<file path="src/rtl/seg7_pkg.sv">
`default_nettype none
// ---------------------------------------------------------------------------
// seg7_pkg : shared types and helpers for the BCD converter.   Rev 1.0
// ---------------------------------------------------------------------------
package seg7_pkg;

   localparam int DIGIT_W = 4;

   typedef enum logic [0:0] {
      IDLE  = 1'b0,
      SHIFT = 1'b1
   } state_t;

   // Bits needed to hold WIDTH-1 in the bit counter; never narrower than 1.
   function automatic int cnt_width(input int width);
      return (width < 2) ? 1 : $clog2(width);
   endfunction

endpackage
`default_nettype wire

</file>
<file path="src/rtl/bcd_adj_digit.sv">
`default_nettype none
// ---------------------------------------------------------------------------
// bcd_adj_digit : add-3-if->=5 correction for one BCD digit.   Rev 1.0
// ---------------------------------------------------------------------------
module bcd_adj_digit
   import seg7_pkg::*;
(
   input  logic [DIGIT_W-1:0] din,
   output logic [DIGIT_W-1:0] dout
);

   assign dout = (din >= 4'd5) ? (din + 4'd3) : din;

endmodule
`default_nettype wire

</file>
<file path="src/rtl/seg7_bcd_conv.sv">
`default_nettype none
// ---------------------------------------------------------------------------
// seg7_bcd_conv : serial double-dabble binary-to-BCD, one bit per clock.   Rev 1.0
// ---------------------------------------------------------------------------
module seg7_bcd_conv
   import seg7_pkg::*;
#(
   parameter int DIGITS = 6,
   parameter int WIDTH  = 20
)(
   input  logic                             clk,
   input  logic                             rst_n,
   input  logic                             in_valid,
   output logic                             in_ready,
   input  logic [WIDTH-1:0]                 in_value,
   output logic [DIGITS-1:0][DIGIT_W-1:0]   digits,
   output logic                             ovf,
   output logic                             done
);

   localparam int CNT_W = cnt_width(WIDTH);
   localparam int BCD_W = DIGITS * DIGIT_W;

   state_t                            state;
   logic [CNT_W-1:0]                  cnt;
   logic [WIDTH-1:0]                  bin;
   logic [DIGITS-1:0][DIGIT_W-1:0]    bcd;
   logic                              sticky;

   logic [DIGITS-1:0][DIGIT_W-1:0]    bcd_adj;
   logic [DIGITS-1:0][DIGIT_W-1:0]    bcd_next;
   logic [WIDTH-1:0]                  bin_next;
   logic [BCD_W+WIDTH:0]              shifted;
   logic                              shift_out;
   logic                              sticky_next;

   for (genvar i = 0; i < DIGITS; i++) begin : g_adj
      bcd_adj_digit u_adj (
         .din  (bcd[i]),
         .dout (bcd_adj[i])
      );
   end

   // Top bit of the widened vector is the bit lost off the most significant digit.
   assign shifted     = {bcd_adj, bin, 1'b0};
   assign shift_out   = shifted[BCD_W+WIDTH];
   assign bcd_next    = shifted[BCD_W+WIDTH-1:WIDTH];
   assign bin_next    = shifted[WIDTH-1:0];
   assign sticky_next = sticky | shift_out;

   assign in_ready = (state == IDLE);

   always_ff @(posedge clk or negedge rst_n) begin
      if (!rst_n) begin
         state  <= IDLE;
         cnt    <= '0;
         bin    <= '0;
         bcd    <= '0;
         sticky <= 1'b0;
         digits <= '0;
         ovf    <= 1'b0;
         done   <= 1'b0;
      end else begin
         done <= 1'b0;
         case (state)
            IDLE: begin
               if (in_valid) begin
                  bin    <= in_value;
                  bcd    <= '0;
                  sticky <= 1'b0;
                  cnt    <= CNT_W'(WIDTH - 1);
                  state  <= SHIFT;
               end
            end
            SHIFT: begin
               bin    <= bin_next;
               bcd    <= bcd_next;
               sticky <= sticky_next;
               if (cnt == '0) begin
                  ovf    <= sticky_next;
                  digits <= sticky_next ? {DIGITS{4'd9}} : bcd_next;
                  done   <= 1'b1;
                  state  <= IDLE;
               end else begin
                  cnt <= cnt - CNT_W'(1);
               end
            end
            default: state <= IDLE;
         endcase
      end
   end

endmodule
`default_nettype wire

</file>
<file path="config.mk">
export PLATFORM = sky130hd
export DESIGN_NAME = seg7_bcd_conv
export DESIGN_NICKNAME = d
export VERILOG_FILES = /design/src/rtl/seg7_pkg.sv /design/src/rtl/bcd_adj_digit.sv /design/src/rtl/seg7_bcd_conv.sv
export SDC_FILE = /design/constraint.sdc
export NUM_CORES = 1
export LEC_CHECK = 0
export ABC_AREA = 1
export BUFFER_PORTS_ARGS = -buffer_cell sky130_fd_sc_hd__buf_2
export CAP_MARGIN = 20
export CORE_MARGIN = 2
export CORE_UTILIZATION = 45
export CTS_CLUSTER_SIZE = 28
export DETAILED_ROUTE_END_ITERATION = 16
export SYNTH_ARGS = -nofsm -noshare
export SYNTH_HDL_FRONTEND = slang
export SYNTH_SLANG_ARGS = --single-unit
</file>
<file path="constraint.sdc">
create_clock -name clk -period 1.82 [get_ports clk]
set_input_delay 0.182 -clock clk [delete_from_list [all_inputs] [get_ports clk]]
set_output_delay 0.182 -clock clk [all_outputs]
set_load 0.1 [all_outputs]
</file>
==> results of run 1 <==
[per-stage QoR]
step	area, um^2	worst slack [ns]	hold WS, ns	cells	util, %
after floorplan	3905	0.3227	-0.1136	447	-
after global placement	4264	0.1873	0.1077	595	51.38
after detailed placement	4264	0.1671	0.1130	595	51.38
after CTS	4513	0.03500	0.02026	612	54.38
after global routing	4521	0.007742	0.02712	612	54.47
final	4521	0.1763	0.03868	612	54.47
[layer usage]
layer / share of wire [%] / vias to the layer above
met4: 1.0 / 0
met3: 4.1 / 8
met5: 0 / -
met1: 49 / 1466
met2: 46 / 74
li1: - / 1602
[registers in the layout, indices dropped and copies added (netlist names)]
| name | cells |
|---|---|
| bcd | 24 |
| digits | 24 |
| bin | 20 |
| cnt | 5 |
| done | 1 |
| ovf | 1 |
| state | 1 |
| sticky | 1 |
[cell type report]
type,instances,area (um^2)
Fill cell,763,3779
Sequential cell,77,1928
Multi-Input combinational cell,301,1659
Timing Repair Buffer,60,360.3
Inverter,53,202.7
Tap cell,105,131.4
Clock buffer,10,127.6
Clock inverter,6,111.4
[cells in the mapped netlist, types with 2 or more instances]
| cell | count | area, um^2 |
|---|---|---|
| dfrtp_1 | 77 | 1927 |
| or2_2 | 4 | 25.02 |
| o211ai_1 | 3 | 22.52 |
| o22ai_1 | 4 | 25.02 |
| nand4_1 | 12 | 75.07 |
| inv_2 | 3 | 11.26 |
| o21ai_0 | 38 | 190.2 |
| o21ai_2 | 7 | 61.31 |
| nand2_1 | 113 | 424.2 |
| a22oi_1 | 4 | 30.03 |
| nand3_1 | 51 | 255.2 |
| clkbuf_1 | 3 | 11.26 |
| nor2_1 | 17 | 63.81 |
| o221ai_1 | 8 | 70.07 |
| o21ai_1 | 7 | 35.03 |
| inv_1 | 50 | 187.7 |
| nand2_4 | 2 | 22.52 |
| buf_8 | 2 | 30.03 |
| nand3_2 | 8 | 80.08 |
| buf_2 | 8 | 40.04 |
| ha_1 | 13 | 162.7 |
[how the worst min path moves through the flow]
| stage | startpoint | to | slack, ns |
|---|---|---|---|
| 2_1_floorplan | rst_n | bcd[0] | -0.11 |
| 3_3_place_gp | rst_n | bcd[12] | 0.11 |
| 3_5_place_dp | rst_n | bcd[12] | 0.11 |
| 4_1_cts | in_value[12] | bin[12] | 0.02 |
| 5_1_grt | in_value[14] | bin[14] | 0.03 |
| 6_report | in_value[12] | bin[12] | 0.04 |
[worst max-delay path, delay by kind of cell, from the launching register on]
kind | cells | cell delay (ns)
and+or+nand+nor | 5 | 0.50
DFF | 1 | 0.40
buffers and inverters | 2 | 0.34
adders and majority gates | 1 | 0.31
[cells by family after synthesis]
kind of cell               Yosys count  share of synthesized area (%)
xor gates and xnor gates             1                         0.2243
and+or+nand+nor                    213                          26.34
adders and majority gates           13                          4.165
DFF                                 77                          49.34
buffers and inverters               69                          8.171
AOI/OAI and AO/OA                   74                          11.76
[repair_timing]
item                                    4_1_cts  5_1_grt
hold buffers                                  1        0
endpoints found under the setup margin        0        5
gates resized for setup                       0        3
endpoints found under the hold margin        23        0
==> flow_metrics.py, run 1 <==
metrics = {
    "layout": {
        "area_delta_synth_final_pct": 15.76,
        "layout_commonest_cell": "nand2_1",
        "n_antenna_cell": 0,
        "layout_common_cells": "nand2_1, dfrtp_1, nand3_1",
        "nets": 538,
        "layout-drive-gt1-share_pct": 21.10,
    },
    "detailed_routing": {
        "viasPerCell": 5.147,
        "drc": 0,
        "drt_iter0_markers": 161,
        "drt_wl_total_um": 8099,
        "wl_per_cell_um": 13.23,
        "drt_pass1_iterations": 4,
        "vias": 3150,
        "drtAntennaViolNets": 0,
    },
    "sta": {
        "rsz0062_at_grt": "no",
        "layout_min_cycle_time_ns": 1.644,
        "timing.fmax_mhz": 608.4,
        "slew-limit-headroom_pct": 67.28,
        "worst_pin_slew_ns": 0.4942,
        "period_share_pct": 90.31,
        "setup_violations": 0,
        "final-hold-violation-count": 0,
        "slew_viol_final": 0,
        "tns_ns": 0,
        "fin_skew_ns": 0.01059,
    },
    "yosys": {
        "ys_types": 34,
        "avgSynthCellArea_um2": 8.736,
        "ys_seq_area_share_pct": 49.34,
        "synth_edf_count": 0,
        "synth_seq_cells": 77,
        "synthFlopType": "dfrtp_1",
        "synth_warnings": 0,
        "synthesis.area_um2": 3905,
        "syn_nets": 483,
        "postSynthCellCount": 447,
        "synthArstFlopShare_pct": 100.0,
    },
    "global_route": {
        "track_usage_pct": 18.44,
        "grt-ovfl-total": 0,
        "globalRouteMet1Util_pct": 24.57,
        "grt-busiest-layer": "met2",
        "gr-usage-met3_pct": 4.245,
        "met2_usage_pct": 30.45,
        "grt_pass1_vias": 3100,
        "grt_first_pass_wirelength_um": 14540,
        "antenna_found_initial": 0,
        "grt_max_degree": 35,
    },
    "clocking": {
        "cts_root_buf": "clkbuf_8",
        "h-tree-depth": 3,
        "post_cts_buffers": 0,
        "cts.sink_count": 77,
        "clkLatencyLatePin_ns": 0.34,
        "cts_buffer_depth": 2,
        "cts_tree": "built",
        "clkTransAtPathRegs_ns": 0.08,
        "cts_buffers": 9,
    },
    "floorplan": {
        "io_pins": 50,
        "chipHeight_um": 97.16,
        "rows": 33,
        "start_util_pct": 47.05,
        "die_w_um": 97.16,
        "core_um2": 8299,
        "die_area_um2": 9439,
    },
    "setup_path": {
        "critPathRequiredTime_ns": 2.06,
        "cpMaxStageDelayCell": "dfrtp_1",
        "end_kind": "register",
        "cp-endpoint": "digits[8]",
        "reg2reg_depth": 8,
        "timing.rr.end": "digits[8]",
        "cp_max_fo": 17,
        "critical_path_class": "register to register",
        "crit_top_cell": "nor2_1",
        "cp.arrival_ns": 1.89,
        "worstPathCellList": "inv_1, ha_1, nand3_4, nor2_8, buf_4, nand3_1, nor2_1, nor2_1",
        "slowest_delay_ns": 0.40,
        "rrSetupSlack_ns": 0.18,
        "reg2reg_from": "cnt[0]",
        "start_kind": "register",
        "critPathLaunch": "cnt[0]",
    },
    "outcome": {
        "status": "finished, final reports clean",
    },
    "placed_design": {
        "globalplace.congestion": 0.8949,
        "io_buffers": 49,
        "place_hpwl_um": 5782,
    },
    "worst_hold_path": {
        "whs_path_depth": 3,
        "hold_class": "input port to register",
    },
    "job": {
        "maxCapViolations": 0,
    },
}
Power of run 1 is not shown: default switching activity piles up to over one toggle a cycle in this logic, so the estimate is an artifact.
==> inputs of run 2 (changes only) <==
Settings changed: CORE_UTILIZATION 45 to 58, PLACE_DENSITY set to 0.8.
==> run 2 against run 1 <==
Compared with the run above: register-to-register slack got worse by 0.05 ns; sequential share of layout area increased by 0.21 points; fmax decreased by 5.6%; sequential cell count did not move; worst hold slack improved by 0.0065 ns; wire length is 0.72% higher; cell count shrank 4.6%.
==> flow_metrics.py, run 2 (same netlist as run 1, synthesis figures left out) <==
metrics = {
    "placed_design": {
        "io_buffers": 49,
        "dp_slack_ns": 0.1547,
        "place_hpwl_um": 5770,
        "globalplace.congestion": 0.8326,
    },
    "sta": {
        "period_share_pct": 95.68,
        "rsz0062_at_grt": "no",
        "fin_hold_ws_ns": 0.04521,
        "setup_violations": 0,
        "worst_pin_slew_ns": 0.6025,
        "fin_ws_ns": 0.07865,
        "timing.fmax_mhz": 574.3,
        "slew_viol_final": 0,
        "layout_min_cycle_time_ns": 1.741,
        "tns_ns": 0,
        "slew-limit-headroom_pct": 59.79,
        "final-hold-violation-count": 0,
        "fin_skew_ns": 0.008614,
    },
    "outcome": {
        "status": "finished, final reports clean",
    },
    "job": {
        "maxCapViolations": 0,
    },
    "floorplan": {
        "die_w_um": 86.06,
        "die_area_um2": 7405,
        "rows": 29,
        "start_util_pct": 60.80,
        "chipHeight_um": 86.06,
        "io_pins": 50,
        "core_um2": 6422,
    },
    "clocking": {
        "h-tree-depth": 3,
        "clkTransAtPathRegs_ns": 0.07,
        "cts_buffers": 9,
        "cts_tree": "built",
        "cts.sink_count": 77,
        "cts_root_buf": "clkbuf_8",
        "clkLatencyLatePin_ns": 0.34,
        "cts_buffer_depth": 2,
    },
    "worst_hold_path": {
        "hold_class": "input port to register",
    },
    "setup_path": {
        "start_kind": "register",
        "cp.arrival_ns": 1.56,
        "end_kind": "output port",
        "critical_path_class": "register to output port",
        "cp_max_fo": 8,
        "critPathRequiredTime_ns": 1.64,
    },
    "layout": {
        "num-fill-cells": 504,
        "final_util_pct": 70.00,
        "register_area_um2": 1927,
        "layout_commonest_cell": "nand2_1",
        "layout-drive-gt1-share_pct": 20.91,
        "multi_input_area_um2": 1659,
        "area_delta_synth_final_pct": 15.12,
        "layout_common_cells": "nand2_1, dfrtp_1, nand3_1",
        "top_regs": "bcd: 24 flops, digits: 24 flops, bin: 20 flops",
        "nets": 538,
        "n_antenna_cell": 0,
    },
    "global_route": {
        "antenna_found_initial": 0,
        "grt_first_pass_wirelength_um": 13600,
        "grt_pass1_vias": 3057,
        "grt-ovfl-total": 0,
        "grt_max_degree": 45,
        "track_usage_pct": 23.44,
    },
    "detailed_routing": {
        "drt_iter0_markers": 216,
        "drtAntennaViolNets": 0,
        "wl_per_cell_um": 13.97,
        "drt_wl_total_um": 8157,
        "drc": 0,
        "drt_pass1_iterations": 4,
        "viasPerCell": 5.545,
        "vias": 3238,
    },
}
[run 2: cell types whose count changed in the layout (fill, tap and decap cells not counted), sizes merged]
| cell | delta |
|---|---|
| buf | +1 |
| bufinv | -1 |
| clkbuf | +2 |
| clkinv | -1 |
| clkinvlp | -2 |
| inv | +1 |
[run 2: final cells by class]
cell class                 count  area share [%]
sequential                    77           42.86
clock inverter                 3           1.447
multi-input combinational    301           36.91
timing repair buffer          60           8.238
clock buffer                  13           3.980
inverter                      53           4.425
tap                           77           2.143
[run 2: timing repair]
item | CTS | global route
hold endpoints to repair | 33 | 0
hold buffers | 1 | 0
setup buffers | 0 | 0
gates resized for setup | 0 | 0
[run 2: final timing paths]
path                            cells past startpoint    startpoint  slack (ns)          to
worst max-delay path                                2         state        0.08    in_ready
worst min-delay path                                3  in_value[11]        0.05     bin[11]
worst max register to register                      8        cnt[0]        0.13   digits[4]
worst min register to register                      2    digits[14]        0.48  digits[14]
max in group asynchronous                           3         rst_n        0.92      sticky
min in group asynchronous                           2         rst_n        0.32  digits[16]
[run 2: per-layer routing]
metal | GRT usage [%] | share of wire, %
met1 | 29.33 | 45
met2 | 39.25 | 49
met3 | 5.967 | 5.5
met4 | 8.658 | 0.72
met5 | 0 | 0
[run 2: metrics by stage]
stage	cell area, um^2	instances
after global placement	4242	567
after detailed placement	4242	567
after global routing	4496	584
after CTS	4496	584
final	4496	584
after floorplan	3905	447
[run 2: critical path, cell delays in order, from the launching register on]
cell     delay, ns
dfrtp_1       0.54
inv_2         0.22
buf_2         0.46
Power of run 2 is left out for the same reason.
==> inputs of run 3 (changes only) <==
Settings changed: PLACE_DENSITY 0.8 to 0.79.
==> run 3 against run 2 <==
Compared with the run above: sequential share of layout area grew 0.37 points; fmax is 2.2% higher; cell count grew 0.17%; largest cell class unchanged; highest routed layer unchanged.
==> flow_metrics.py, run 3 (same netlist as run 1, synthesis figures left out) <==
metrics = {
    "outcome": {
        "status": "finished, final reports clean",
    },
    "setup_path": {
        "end_kind": "output port",
        "critPathRequiredTime_ns": 1.64,
        "slowest_delay_ns": 0.51,
        "critical_path_class": "register to output port",
        "start_kind": "register",
        "worstPathCellList": "inv_2, buf_2",
        "cp.arrival_ns": 1.52,
        "reg2reg_from": "bcd[20]",
        "cp_max_fo": 7,
        "critPathLaunch": "state",
        "cpMaxStageDelayCell": "dfrtp_1",
    },
    "placed_design": {
        "io_buffers": 49,
        "place_hpwl_um": 5913,
        "globalplace.congestion": 0.8967,
    },
    "layout": {
        "nets": 539,
        "layout_common_cells": "nand2_1, dfrtp_1, nand3_1",
        "layout_commonest_cell": "nand2_1",
        "n_antenna_cell": 0,
        "area_delta_synth_final_pct": 14.13,
        "top_regs": "bcd: 24 flops, digits: 24 flops, bin: 20 flops",
        "layout-drive-gt1-share_pct": 21.06,
        "num-fill-cells": 513,
    },
    "clocking": {
        "cts_buffer_depth": 2,
        "clkTransAtPathRegs_ns": 0.08,
        "clkLatencyLatePin_ns": 0.35,
        "h-tree-depth": 3,
        "cts.sink_count": 77,
        "cts_resized": 0,
        "cts_root_buf": "clkbuf_8",
        "cts_buffers": 9,
        "cts_tree": "built",
    },
    "detailed_routing": {
        "drt_iter0_markers": 197,
        "drt_wl_total_um": 8258,
        "drc": 0,
        "vias": 3234,
        "wl_per_cell_um": 14.12,
        "drtAntennaViolNets": 0,
        "drt_pass1_iterations": 5,
        "viasPerCell": 5.528,
    },
    "sta": {
        "setup_violations": 0,
        "fin_skew_ns": 0.01153,
        "final-hold-violation-count": 0,
        "worst_pin_slew_ns": 0.5626,
        "slew_viol_final": 0,
        "timing.fmax_mhz": 587.1,
        "period_share_pct": 93.59,
        "slew-limit-headroom_pct": 62.45,
        "rsz0062_at_grt": "no",
        "tns_ns": 0,
        "layout_min_cycle_time_ns": 1.703,
    },
    "global_route": {
        "grt_first_pass_wirelength_um": 14520,
        "grt_pass1_vias": 3248,
        "grt-ovfl-total": 0,
        "grt_max_degree": 44,
        "track_usage_pct": 24.93,
        "antenna_found_initial": 0,
    },
    "floorplan": {
        "die_area_um2": 7405,
        "die_w_um": 86.06,
        "core_um2": 6422,
        "start_util_pct": 60.80,
        "io_pins": 50,
        "rows": 29,
        "chipHeight_um": 86.06,
    },
    "job": {
        "maxCapViolations": 0,
    },
    "worst_hold_path": {
        "hold_class": "input port to register",
        "holdCritStartpoint": "in_value[2]",
    },
}
-- run 3: worst max-delay path: cells and delay by family, from the launching register on --
| kind | cells | cell delay, ns |
|---|---|---|
| buffers and inverters | 2 | 0.66 |
| DFF | 1 | 0.51 |
-- run 3: through the flow --
stage               cell area (um^2)  utilization (%)  hold WS, ns  instances  worst slack, ns
detailed placement              4237            65.97       0.1594        568           0.2145
CTS                             4457            69.39      0.02084        585           0.1027
finish                          4457            69.39      0.02830        585           0.1166
global route                    4457            69.39      0.03919        585          0.04980
global placement                4237            65.97       0.1565        568           0.2981
floorplan                       3905                -      -0.1136        447           0.3227
-- run 3: final timing paths --
check                              to  slack, ns  depth (start not counted)
max in group asynchronous     bin[10]       0.93                          3
min in group asynchronous     bcd[14]       0.31                          2
setup reg to reg           digits[20]       0.22                          9
setup / recovery             in_ready       0.12                          2
hold / removal                 bin[2]       0.03                          3
hold reg to reg             digits[6]       0.48                          2
-- run 3: final cells by class --
| cell class | instances | area (um^2) | area share [%] |
|---|---|---|---|
| well taps | 77 | 96.34 | 2.162 |
| clock buffers | 11 | 151.4 | 3.397 |
| repair buffers | 61 | 365.4 | 8.198 |
| flip-flops and latches | 77 | 1927 | 43.23 |
| multi-input cells | 301 | 1659 | 37.23 |
| clock inverters | 5 | 58.81 | 1.319 |
| inverters | 53 | 198.9 | 4.464 |
-- run 3: layer usage --
metal,vias up,track usage [%],share of wire [%]
met2,101,41.44,50
met5,-,0,0
li1,1601,-,-
met1,1517,31.17,42
met3,15,5.679,5.6
met4,0,10.97,2.4
-- run 3: repair_timing --
item,in CTS,in global routing
hold buffers,1,0
buffers inserted,0,0
hold endpoints to repair,34,0
Power of run 3 is left out for the same reason.
